[config.mk]
export PLATFORM = sky130hd
export DESIGN_NAME = logic16_arbiter
export DESIGN_NICKNAME = d
export VERILOG_FILES = /design/src/rtl/logic16_arbiter_pkg.sv /design/src/rtl/logic16_unit.sv /design/src/rtl/logic16_arbiter.sv
export SDC_FILE = /design/constraint.sdc
export NUM_CORES = 1
export LEC_CHECK = 0
export BUFFER_PORTS_ARGS = -buffer_cell sky130_fd_sc_hd__buf_2
export CORE_MARGIN = 2
export CORE_UTILIZATION = 54
export CTS_CLUSTER_DIAMETER = 80
export CTS_CLUSTER_SIZE = 16
export DETAILED_ROUTE_END_ITERATION = 7
export PLACE_DENSITY = 0.87
export REMOVE_ABC_BUFFERS = 1
export SYNTH_ARGS = -nofsm -noshare
export SYNTH_HDL_FRONTEND = slang
export SYNTH_SLANG_ARGS = --single-unit
[constraint.sdc]
create_clock -name clk -period 3.9 [get_ports clk]
set_input_delay 0.78 -clock clk [delete_from_list [all_inputs] [get_ports clk]]
set_output_delay 0.78 -clock clk [all_outputs]
set_load 0.1 [all_outputs]
[src/rtl/logic16_arbiter_pkg.sv]
// Shared opcode and FSM state encodings for the logic16 arbiter slice.
package logic16_arbiter_pkg;

    localparam int unsigned OP_W = 2;

    typedef enum logic [OP_W-1:0] {
        OP_OR  = 2'b00,
        OP_AND = 2'b01,
        OP_XOR = 2'b10,
        OP_NOT = 2'b11
    } op_e;

    typedef enum logic [1:0] {
        S_IDLE = 2'b00,
        S_EXEC = 2'b01,
        S_RESP = 2'b10
    } state_e;

endpackage

[src/rtl/logic16_unit.sv]
// Combinational bitwise logic unit: per-bit gate array followed by a 4:1 select.
module logic16_unit
    import logic16_arbiter_pkg::*;
#(
    parameter int unsigned WIDTH = 16
) (
    input  op_e              op,
    input  logic [0:WIDTH-1] in0,
    input  logic [0:WIDTH-1] in1,
    output logic [0:WIDTH-1] result
);

    logic [0:WIDTH-1] or_v;
    logic [0:WIDTH-1] and_v;
    logic [0:WIDTH-1] xor_v;
    logic [0:WIDTH-1] not_v;

    for (genvar i = 0; i < WIDTH; i++) begin : g_bit
        or  u_or  (or_v[i],  in0[i], in1[i]);
        and u_and (and_v[i], in0[i], in1[i]);
        xor u_xor (xor_v[i], in0[i], in1[i]);
        not u_not (not_v[i], in0[i]);

        // op[1] picks the XOR/NOT pair, op[0] the odd member of each pair
        assign result[i] = op[1] ? (op[0] ? not_v[i] : xor_v[i])
                                 : (op[0] ? and_v[i] : or_v[i]);
    end

endmodule

[src/rtl/logic16_arbiter.sv]
// Round-robin arbiter sequencing N_REQ requesters onto one shared logic16_unit.
module logic16_arbiter
    import logic16_arbiter_pkg::*;
#(
    parameter int unsigned N_REQ = 4,
    parameter int unsigned WIDTH = 16
) (
    input  logic                     clk,
    input  logic                     rst,
    input  logic [N_REQ-1:0]         req_valid,
    output logic [N_REQ-1:0]         req_ready,
    input  logic [0:2*N_REQ-1]       req_op,
    input  logic [0:WIDTH*N_REQ-1]   req_in0,
    input  logic [0:WIDTH*N_REQ-1]   req_in1,
    output logic [N_REQ-1:0]         rsp_valid,
    input  logic [N_REQ-1:0]         rsp_ready,
    output logic [0:WIDTH-1]         rsp_data,
    output logic                     busy
);

    localparam int unsigned PTR_W = (N_REQ > 1) ? $clog2(N_REQ) : 1;

    state_e             state;
    logic [PTR_W-1:0]   rr;
    logic [PTR_W-1:0]   owner;
    op_e                op_q;
    logic [0:WIDTH-1]   in0_q;
    logic [0:WIDTH-1]   in1_q;
    logic [0:WIDTH-1]   unit_result;

    op_e                op_arr  [N_REQ];
    logic [0:WIDTH-1]   in0_arr [N_REQ];
    logic [0:WIDTH-1]   in1_arr [N_REQ];

    for (genvar i = 0; i < N_REQ; i++) begin : g_slice
        assign op_arr[i]  = op_e'(req_op[2*i +: 2]);
        assign in0_arr[i] = req_in0[WIDTH*i +: WIDTH];
        assign in1_arr[i] = req_in1[WIDTH*i +: WIDTH];
    end

    // First valid requester at or after the rr pointer, wrapping past N_REQ-1
    logic [PTR_W-1:0] grant;
    logic [PTR_W-1:0] idx;
    logic             found;

    always_comb begin
        grant = '0;
        idx   = '0;
        found = 1'b0;
        for (int unsigned k = 0; k < N_REQ; k++) begin
            idx = PTR_W'((32'(rr) + k) % N_REQ);
            if (!found && req_valid[idx]) begin
                grant = idx;
                found = 1'b1;
            end
        end
    end

    logic [N_REQ-1:0] grant_oh;
    logic [N_REQ-1:0] owner_oh;
    logic [PTR_W-1:0] next_rr;

    assign grant_oh  = N_REQ'(1) << grant;
    assign owner_oh  = N_REQ'(1) << owner;
    assign next_rr   = (grant == PTR_W'(N_REQ - 1)) ? '0 : grant + PTR_W'(1);
    assign req_ready = (!rst && state == S_IDLE && found) ? grant_oh : '0;

    logic16_unit #(.WIDTH(WIDTH)) u_unit (
        .op     (op_q),
        .in0    (in0_q),
        .in1    (in1_q),
        .result (unit_result)
    );

    always_ff @(posedge clk or posedge rst) begin
        if (rst) begin
            state     <= S_IDLE;
            rr        <= '0;
            owner     <= '0;
            op_q      <= OP_OR;
            in0_q     <= '0;
            in1_q     <= '0;
            rsp_data  <= '0;
            rsp_valid <= '0;
            busy      <= 1'b0;
        end else begin
            case (state)
                S_IDLE: begin
                    if (found) begin
                        op_q  <= op_arr[grant];
                        in0_q <= in0_arr[grant];
                        in1_q <= in1_arr[grant];
                        owner <= grant;
                        rr    <= next_rr;
                        busy  <= 1'b1;
                        state <= S_EXEC;
                    end
                end
                S_EXEC: begin
                    rsp_data  <= unit_result;
                    rsp_valid <= owner_oh;
                    state     <= S_RESP;
                end
                S_RESP: begin
                    // only the owner's rsp_ready completes the response
                    if (rsp_ready[owner]) begin
                        rsp_valid <= '0;
                        busy      <= 1'b0;
                        state     <= S_IDLE;
                    end
                end
                default: begin
                    rsp_valid <= '0;
                    busy      <= 1'b0;
                    state     <= S_IDLE;
                end
            endcase
        end
    end

endmodule
==> run_results.csv, run 1 <==
group,metric,value,unit
status,status,"finished, final reports clean",
clock_tree,cts_buffers,9,
pwr,irDropWorstVdd,0.4214,mV
drt,drt_pass1_iterations,4,
pwr,finalPower,4966,uW
placed_design,io_buffers,170,
synth,async_flop_share,100.0,%
clock_tree,cts_htree_levels,3,
synth,ys_warn_count,0,
pwr,p_leak,0.002862,uW
synth,yosysUniqueCellTypes,44,
layout,area_delta_synth_final,23.33,%
setup_path,cp_slowest_stage_delay,0.44,ns
clock_tree,clk_latency,0.32,ns
placed_design,gp_congestion,0.7733,
floorplanning,core_area,8093,sq um
grt,grt_max_degree,48,
synth,synth_edf_count,0,
floorplanning,die_area,8977,sq um
placed_design,dp_hpwl,8.347,mm
layout,drive_above_1_share,41.19,%
drt,viasPerCell,5.812,
clock_tree,cts_root_buffer,"clkbuf_8",
drt,route.vias.total,4039,
job,maxCapViolCount,0,
drt,drc,0,
pwr,p_per_area,905.5,nW/um^2
setup_path,cp-startpoint,"req_valid[3]",
hold_path,hold_class,"flop to flop",
clock_tree,post_cts_buffers,0,
timing,final_max_slew_viol_count,0,
drt,routed_wl,11.32,mm
timing,fin_skew,0.008055,ns
grt,grt_pass1_vias,3961,
clock_tree,ctsHoldBuffers,0,
clock_tree,clkTransAtPathRegs,0.06,ns
timing,setup_violations,0,
floorplanning,io_pins,171,
drt,drtAntennaViolNets,0,
layout,layout.nets,766,
drt,drt_iter0_markers,118,
setup_path,crit_type,"input pin to output pin",
timing,fin_crit_sh,79.64,%
timing,max_freq,0.3220,GHz
synth,yosysSeqAreaShare,34.33,%
synth,synth-main-ff-cell,"dfrtp_1",
clock_tree,cts_tree,"built",
floorplanning,start_util,54.95,%
setup_path,crit_path_start_kind,"input pin",
timing,min_period,3.106,ns
clock_tree,clkSinkCount,61,
layout,diodes,0,
timing,grt_setup_unrepaired,"false",
floorplanning,row_count,33,
setup_path,arrival,2.33,ns
grt,antenna_found_initial,0,
setup_path,slowest_stage,"or3_2",
synth,ys_ff_latch,61,
setup_path,crit_end,"req_ready[0]",
setup_path,r2r_start,"rr[1]",
floorplanning,die-width,94.75,microns
clock_tree,cts_resized,0,
timing,finalHoldViolCount,0,
drt,wire_per_inst,16.28,microns
synth,postSynthCellCount,433,
grt,grt_pass1_wl,18.24,mm
timing,worst_slew_pin_slew,1.013,ns
setup_path,cp-end-kind,"output pin",
setup_path,reg2reg_to,"in0_q[2]",
grt,grt_overflow_total,0,
timing,slew_headroom,32.12,%
grt,track_usage,25.81,%
setup_path,regToRegSetupSlack,1.61,ns
setup_path,required,3.12,ns
setup_path,ff2ff_path_depth,5,
floorplanning,die_y,94.75,microns
setup_path,cp_max_fo,25,
clock_tree,clock_path_buffers,2,
synth,synth.avg_cell_area,10.27,sq um
synth,syn-cell-area,4447,sq um
layout,fin_util,67.76,%
setup_path,crit_chain,"buf_2, nor4_1, or3_2, inv_2, and3_1, buf_12",
## Yosys cell counts (all sizes together), types with 3 or more instances
library cell  number  area (sq um)
a211oi            20         150.1
a21o              11         82.58
o21ai             17         85.08
a221oi            34         479.2
buf               26         231.5
ha                34         425.4
nand2b             3         18.77
and3               4         25.02
dfrtp             61          1526
inv               45         168.9
o22ai             35         225.2
mux2i             35         350.3
nand2             15         56.30
clkbuf             9         33.78
mux2               6         67.56
nor2b              3         18.77
nor2              47         176.4
mux4               7         157.7
## worst max-delay path: cells and delay by family
family	cells	cell delay, ns
buf+inv	3	0.70
simple gates	3	0.83
## logic make-up after synthesis
group	after synthesis	share of synthesized area, %
muxes	48	12.94
buffers and inverters	80	9.764
DFF	61	34.33
adders and majority gates	34	9.567
AOI/OAI and AO/OA	130	25.44
and+or+nand+nor	80	7.963
## power breakdown
group	internal, uW	total, uW	leakage, uW	switching (uW)
clock network	279	508	0.0000926	229
registers	967	1360	0.000713	394
logic	1110	3100	0.00206	1990
## metrics by stage
step                      worst slack, ns  instances  setup TNS [ns]  hold slack (ns)  cell area [sq um]
after floorplan                    -1.627        398          -12.88           0.4853               4182
after global placement             0.8666        680               0           0.4572               5306
after detailed placement           0.7799        680               0           0.4652               5306
after CTS                          0.7826        695               0           0.4801               5484
after global routing               0.7296        695               0           0.4892               5484
final                              0.7941        695               0           0.4747               5484
## routing by layer
layer | track usage (%) | share of wire [%] | vias to the layer above
met5 | 0 | 0 | -
met4 | 7.488 | 1.5 | 0
li1 | - | - | 1913
met3 | 3.751 | 4.6 | 16
met1 | 29.74 | 40 | 1979
met2 | 49.11 | 54 | 131
## state kept, by name, indices dropped and copies added (netlist names)
signal	flops
owner	2
rsp_valid	4
rsp_data	16
rr	2
state	2
in0_q	16
in1_q	16
op_q	2
busy	1
## cell usage in the layout, fill, tap and decap left out, types with 6 or more instances in the layout
| cell | n |
|---|---|
| a21o_1 | 11 |
| clkbuf_8 | 12 |
| nor2_1 | 47 |
| a221oi_2 | 29 |
| dfrtp_1 | 60 |
| mux4_2 | 7 |
| ha_1 | 34 |
| o21ai_1 | 12 |
| inv_1 | 42 |
| buf_2 | 166 |
| mux2_2 | 6 |
| nand2_1 | 15 |
| a211oi_1 | 20 |
| o22ai_1 | 34 |
| buf_4 | 7 |
| mux2i_1 | 35 |
## worst min-delay path by stage
| stage | startpoint | end | slack (ns) | cells past startpoint |
|---|---|---|---|---|
| CTS | rsp_data[15] | rsp_data[15] | 0.48 | 1 |
| detailed placement | rsp_data[1] | rsp_data[1] | 0.47 | 1 |
| floorplan | owner[1] | rsp_valid[0] | 0.49 | 1 |
| global route | rsp_data[6] | rsp_data[6] | 0.49 | 1 |
| global placement | rsp_data[5] | rsp_data[5] | 0.46 | 1 |
| finish | rsp_data[15] | rsp_data[15] | 0.47 | 1 |
## area by class of cell
class                      count  area [sq um]
clock buffer                  14         172.7
clock inverter                 1         5.005
fill                         669          2609
inverter                      45         168.9
multi-input combinational    292          2515
sequential                    61          1528
tap                          105         131.4
timing repair buffer         177         963.4
Note: power is estimated with default switching activity, not from simulation.
==> run 2: changes to the inputs <==
- CORE_UTILIZATION: 54 -> 45
- PLACE_DENSITY: 0.87 -> 0.77
- clock period: 3.9 -> 2.85 ns (I/O delays scaled with it)
==> run 2 against run 1 <==
  * Final area grew 2.6%
  * Via count shrank 0.67%
  * Utilization shrank 9.7 points
  * Sequential power grew 30%
  * Critical path depth shrank 1
  * Flip-flop and latch count is the same
  * Largest power group unchanged
==> run_results.csv, run 2 (same netlist as run 1, synthesis figures left out) <==
group,metric,value,unit
timing,tns,0,ns
setup_path,reg2reg_to,"op_q[0]",
grt,grt_pass1_vias,4187,
drt,drt_pass1_iterations,4,
floorplanning,die_area,10690,sq um
setup_path,slowest_stage,"dfrtp_1",
pwr,p_per_area,1260,nW/um^2
drt,drc,0,
grt,track_usage,22.63,%
layout,top_regs,"in0_q: 16 flops, in1_q: 16 flops, rsp_data: 16 flops",
drt,wire_per_inst,16.00,microns
drt,drt_iter0_markers,116,
placed_design,gp_congestion,0.9051,
placed_design,io_buffers,170,
job,maxCapViolCount,0,
drt,viasPerCell,5.496,
grt,grt_pass1_wl,18.95,mm
drt,drtAntennaViolNets,0,
timing,setup_violations,0,
floorplanning,core_area,9684,sq um
layout,fillers,858,
floorplanning,row_count,36,
status,status,"finished, final reports clean",
clock_tree,clkTransAtPathRegs,0.07,ns
timing,fin_crit_sh,92.36,%
layout,layout.nets,771,
clock_tree,clock_path_buffers,2,
pwr,finalPower,7089,uW
setup_path,crit_buf_inv,1,
floorplanning,die_y,103.4,microns
floorplanning,start_util,45.92,%
setup_path,cp-startpoint,"rr[1]",
drt,routed_wl,11.68,mm
timing,max_freq,0.3799,GHz
placed_design,place_area,5379,sq um
clock_tree,cts_root_buffer,"clkbuf_8",
grt,grt_overflow_total,0,
clock_tree,cts_htree_levels,3,
setup_path,ff2ff_path_depth,5,
floorplanning,io_pins,171,
setup_path,critPathTopFamily,"flip-flops",
setup_path,regToRegSetupSlack,0.69,ns
setup_path,crit_chain,"mux2i_1, o221ai_4, ha_1, and3_1, buf_12",
clock_tree,clk_latency,0.33,ns
setup_path,crit_end,"req_ready[2]",
timing,min_period,2.632,ns
setup_path,r2r_start,"rr[1]",
setup_path,arrival,2.06,ns
timing,final_max_slew_viol_count,0,
setup_path,cp-end-kind,"output pin",
timing,finalHoldViolCount,0,
setup_path,crit_path_start_kind,"flop",
setup_path,crit_cells,5,
clock_tree,post_cts_buffers,0,
pwr,irDropWorstVdd,0.4441,mV
clock_tree,cts_buffers,9,
setup_path,cp_max_fo,11,
drt,route.vias.total,4012,
clock_tree,cts_resized,0,
pwr,p_leak,0.002915,uW
grt,antenna_found_initial,1,
setup_path,cp_slowest_stage_delay,0.57,ns
clock_tree,cts_tree,"built",
timing,grt_setup_unrepaired,"false",
layout,layout_common_cells,"166 x buf_2, 60 x dfrtp_1, 47 x nor2_1",
timing,fin_skew,0.01143,ns
layout,area_delta_synth_final,26.56,%
placed_design,dp_hpwl,8.744,mm
grt,grt_max_degree,38,
timing,worst_slew_pin_slew,1.051,ns
setup_path,required,2.28,ns
floorplanning,die-width,103.4,microns
layout,mostFrequentLayoutCell,"buf_2",
layout,drive_above_1_share,41.95,%
timing,slew_headroom,29.63,%
layout,design_area,5628,sq um
setup_path,crit_type,"flop to output pin",
clock_tree,clkSinkCount,61,
hold_path,hold_class,"input pin to async pin",
clock_tree,ctsHoldBuffers,0,
==> run 2: how the worst min path moves through the flow <==
stage | slack, ns | end | cells after the start
floorplan | 0.49 | rsp_valid[0] | 1
finish | 0.14 | in0_q[2] | 2
CTS | 0.13 | in0_q[2] | 2
global route | 0.14 | in1_q[2] | 2
detailed placement | 0.46 | rsp_data[15] | 1
global placement | 0.46 | rsp_data[1] | 1
==> run 2: power by group <==
group | internal [uW] | switching [uW]
logic | 1550 | 2820
clock network | 605 | 339
registers | 1330 | 445
==> run 2: through the flow <==
step / hold slack [ns] / setup slack, ns / cells / utilization [%]
5_1_grt: 0.1439 / 0.09535 / 730 / 58.11
6_report: 0.1434 / 0.2177 / 730 / 58.11
3_3_place_gp: 0.4570 / 0.3335 / 713 / 55.54
2_1_floorplan: 0.4853 / -2.257 / 398 / -
3_5_place_dp: 0.4604 / 0.2396 / 713 / 55.54
4_1_cts: 0.1336 / 0.09400 / 729 / 58.02
==> run 2: metal layers <==
| layer | wire length, microns | GRT usage (%) |
|---|---|---|
| met3 | 556 | 3.629 |
| met1 | 4788 | 25.91 |
| met5 | 0 | 0 |
| met2 | 6143 | 42.48 |
| met4 | 189 | 7.692 |
==> run 2: final cells by class <==
| type | instances | area [sq um] | share of cell area, % |
|---|---|---|---|
| multi-input combinational | 292 | 2521 | 44.80 |
| sequential | 61 | 1528 | 27.15 |
| timing repair buffer | 182 | 1001 | 17.79 |
| inverter | 45 | 168.9 | 3.001 |
| tap | 133 | 166.4 | 2.957 |
| clock buffer | 12 | 145.1 | 2.579 |
| clock inverter | 4 | 95.09 | 1.690 |
| antenna | 1 | 2.502 | 0.04446 |
==> run 2: worst register-to-register path, stage by stage (launching register included) <==
cell	delay, ns
dfrtp_1	0.51
or3b_1	0.50
o221ai_4	0.12
buf_4	0.42
mux2i_1	0.32
o22ai_1	0.11
==> run 3: changes to the inputs <==
- RECOVER_POWER: unset -> 100
==> run 3 against run 2 <==
  * The flow now finishes with violations (max-capacitance violations, max-slew violations)
  * Die area stayed put
  * Clock skew is 0.00057 ns lower
  * Critical endpoint unchanged
  * Clock power hardly changed
  * Flip-flop and latch count stayed put
  * Worst hold slack better by 0.048 ns
  * Critical path depth is 1 higher
  * Utilization is 0.92 points lower
  * Highest routed layer unchanged
==> run_results.csv, run 3 (same netlist as run 1, synthesis figures left out) <==
group,metric,value,unit
pwr,irDropWorstVdd,0.4450,mV
clock_tree,clock_path_buffers,2,
layout,multi_input_area,2500,sq um
timing,finalHoldViolCount,0,
setup_path,cp_max_fo,13,
pwr,p_leak,0.002827,uW
timing,setup_violations,0,
timing,final_max_slew_viol_count,36,
clock_tree,cts_buffers,9,
clock_tree,cts_tree,"built",
setup_path,cp-end-kind,"output pin",
timing,min_period,2.702,ns
setup_path,arrival,2.13,ns
clock_tree,clkSinkCount,61,
layout,register_area,1528,sq um
layout,fillers,887,
clock_tree,cts_htree_levels,3,
placed_design,io_buffers,170,
grt,grt_pass1_wl,18.95,mm
floorplanning,start_util,45.92,%
drt,drtAntennaViolNets,0,
placed_design,dp_slack,0.2396,ns
timing,max_freq,0.3700,GHz
layout,top_regs,"in0_q: 16 flops, in1_q: 16 flops, rsp_data: 16 flops",
floorplanning,row_count,36,
setup_path,crit_path_start_kind,"input pin",
timing,slew_headroom,-10.60,%
layout,layout.nets,771,
pwr,finalPower,7024,uW
drt,route.vias.total,4010,
layout,drive_above_1_share,37.42,%
drt,routed_wl,11.71,mm
floorplanning,core_area,9684,sq um
clock_tree,post_cts_buffers,0,
grt,grt_max_degree,38,
status,violations,"max-capacitance violations, max-slew violations",
grt,grt_pass1_vias,4187,
drt,drc,0,
grt,grt_overflow_total,0,
placed_design,gp_congestion,0.9051,
timing,fin_crit_sh,94.82,%
floorplanning,die_area,10690,sq um
hold_path,hold_class,"input pin to async pin",
floorplanning,die-width,103.4,microns
clock_tree,cts_root_buffer,"clkbuf_8",
placed_design,dp_hpwl,8.744,mm
job,maxCapViolCount,1,
timing,grt_setup_unrepaired,"false",
floorplanning,io_pins,171,
drt,drt_iter0_markers,134,
layout,layout_common_cells,"144 x buf_2, 60 x dfrtp_1, 47 x nor2_1",
setup_path,required,2.28,ns
timing,setup_ws,0.1476,ns
pwr,p_per_area,1268,nW/um^2
clock_tree,clkTransAtPathRegs,0.06,ns
drt,viasPerCell,5.493,
clock_tree,clk_latency,0.33,ns
drt,wire_per_inst,16.04,microns
timing,tns,0,ns
status,status,"complete, but fails checks",
layout,mostFrequentLayoutCell,"buf_2",
grt,track_usage,22.63,%
timing,worst_slew_pin_slew,1.654,ns
grt,antenna_found_initial,1,
floorplanning,die_y,103.4,microns
timing,fin_skew,0.01085,ns
setup_path,crit_type,"input pin to output pin",
drt,drt_pass1_iterations,5,
layout,area_delta_synth_final,24.56,%
==> run 3: cell types whose count changed in the layout (fill, tap and decap cells not counted), sizes merged <==
cell,delta
buf,-25
clkbuf,+25
==> run 3: path summary, 6_finish.rpt <==
kind	startpoint	to	slack, ns	cells after the start
max	req_valid[3]	req_ready[2]	0.15	6
min	rst	in0_q[2]	0.19	2
max reg2reg	state[1]	in1_q[4]	0.38	4
min reg2reg	rsp_data[15]	rsp_data[15]	0.48	1
max in group asynchronous	rst	rsp_data[6]	1.11	3
min in group clk	rsp_data[15]	rsp_data[15]	0.48	1
==> run 3: worst max-delay path: stages <==
cell and delay [ns]:
clkbuf_1 0.27, nor4_1 0.13, or3_2 0.45, inv_2 0.22, and3_1 0.20, buf_4 0.29
==> run 3: cell type report <==
| class | count | area share, % |
|---|---|---|
| diodes | 1 | 0.04518 |
| clock buffers | 12 | 2.620 |
| clock inverters | 4 | 1.717 |
| inverters | 45 | 3.049 |
| multi-input cells | 292 | 45.13 |
| flip-flops and latches | 61 | 27.58 |
| well taps | 133 | 3.004 |
| repair buffers | 182 | 16.85 |
==> run 3: what timing repair did <==
action                     4_1_cts  5_1_grt
setup endpoints to repair        0        1
gates resized for setup          0        1
hold buffers                     0        0
==> run 3: per-layer routing <==
layer | vias to the layer above | part of all wire, % | track usage [%] | routed length (microns)
li1 | 1915 | - | - | -
met1 | 1941 | 41 | 25.91 | 4807
met2 | 137 | 53 | 42.48 | 6158
met3 | 17 | 4.9 | 3.629 | 568
met4 | 0 | 1.5 | 7.692 | 174
met5 | - | 0 | 0 | 0
==> run 3: metrics by stage <==
| stage | hold WS, ns | cells | utilization, % | cell area (sq um) |
|---|---|---|---|---|
| finish | 0.1915 | 730 | 57.20 | 5539 |
| global route | 0.2099 | 730 | 57.20 | 5539 |
| CTS | 0.1336 | 729 | 58.02 | 5619 |
| detailed placement | 0.4604 | 713 | 55.54 | 5379 |
| global placement | 0.4570 | 713 | 55.54 | 5379 |
| floorplan | 0.4853 | 398 | - | 4182 |
==> run 3: power by group <==
group | leakage [uW] | total, uW | switching, uW | internal, uW
registers | 0.000713 | 1770 | 447 | 1330
clock network | 0.000121 | 946 | 341 | 605
logic | 0.00199 | 4300 | 2810 | 1500
total | 0.00283 | 7020 | 3590 | 3430
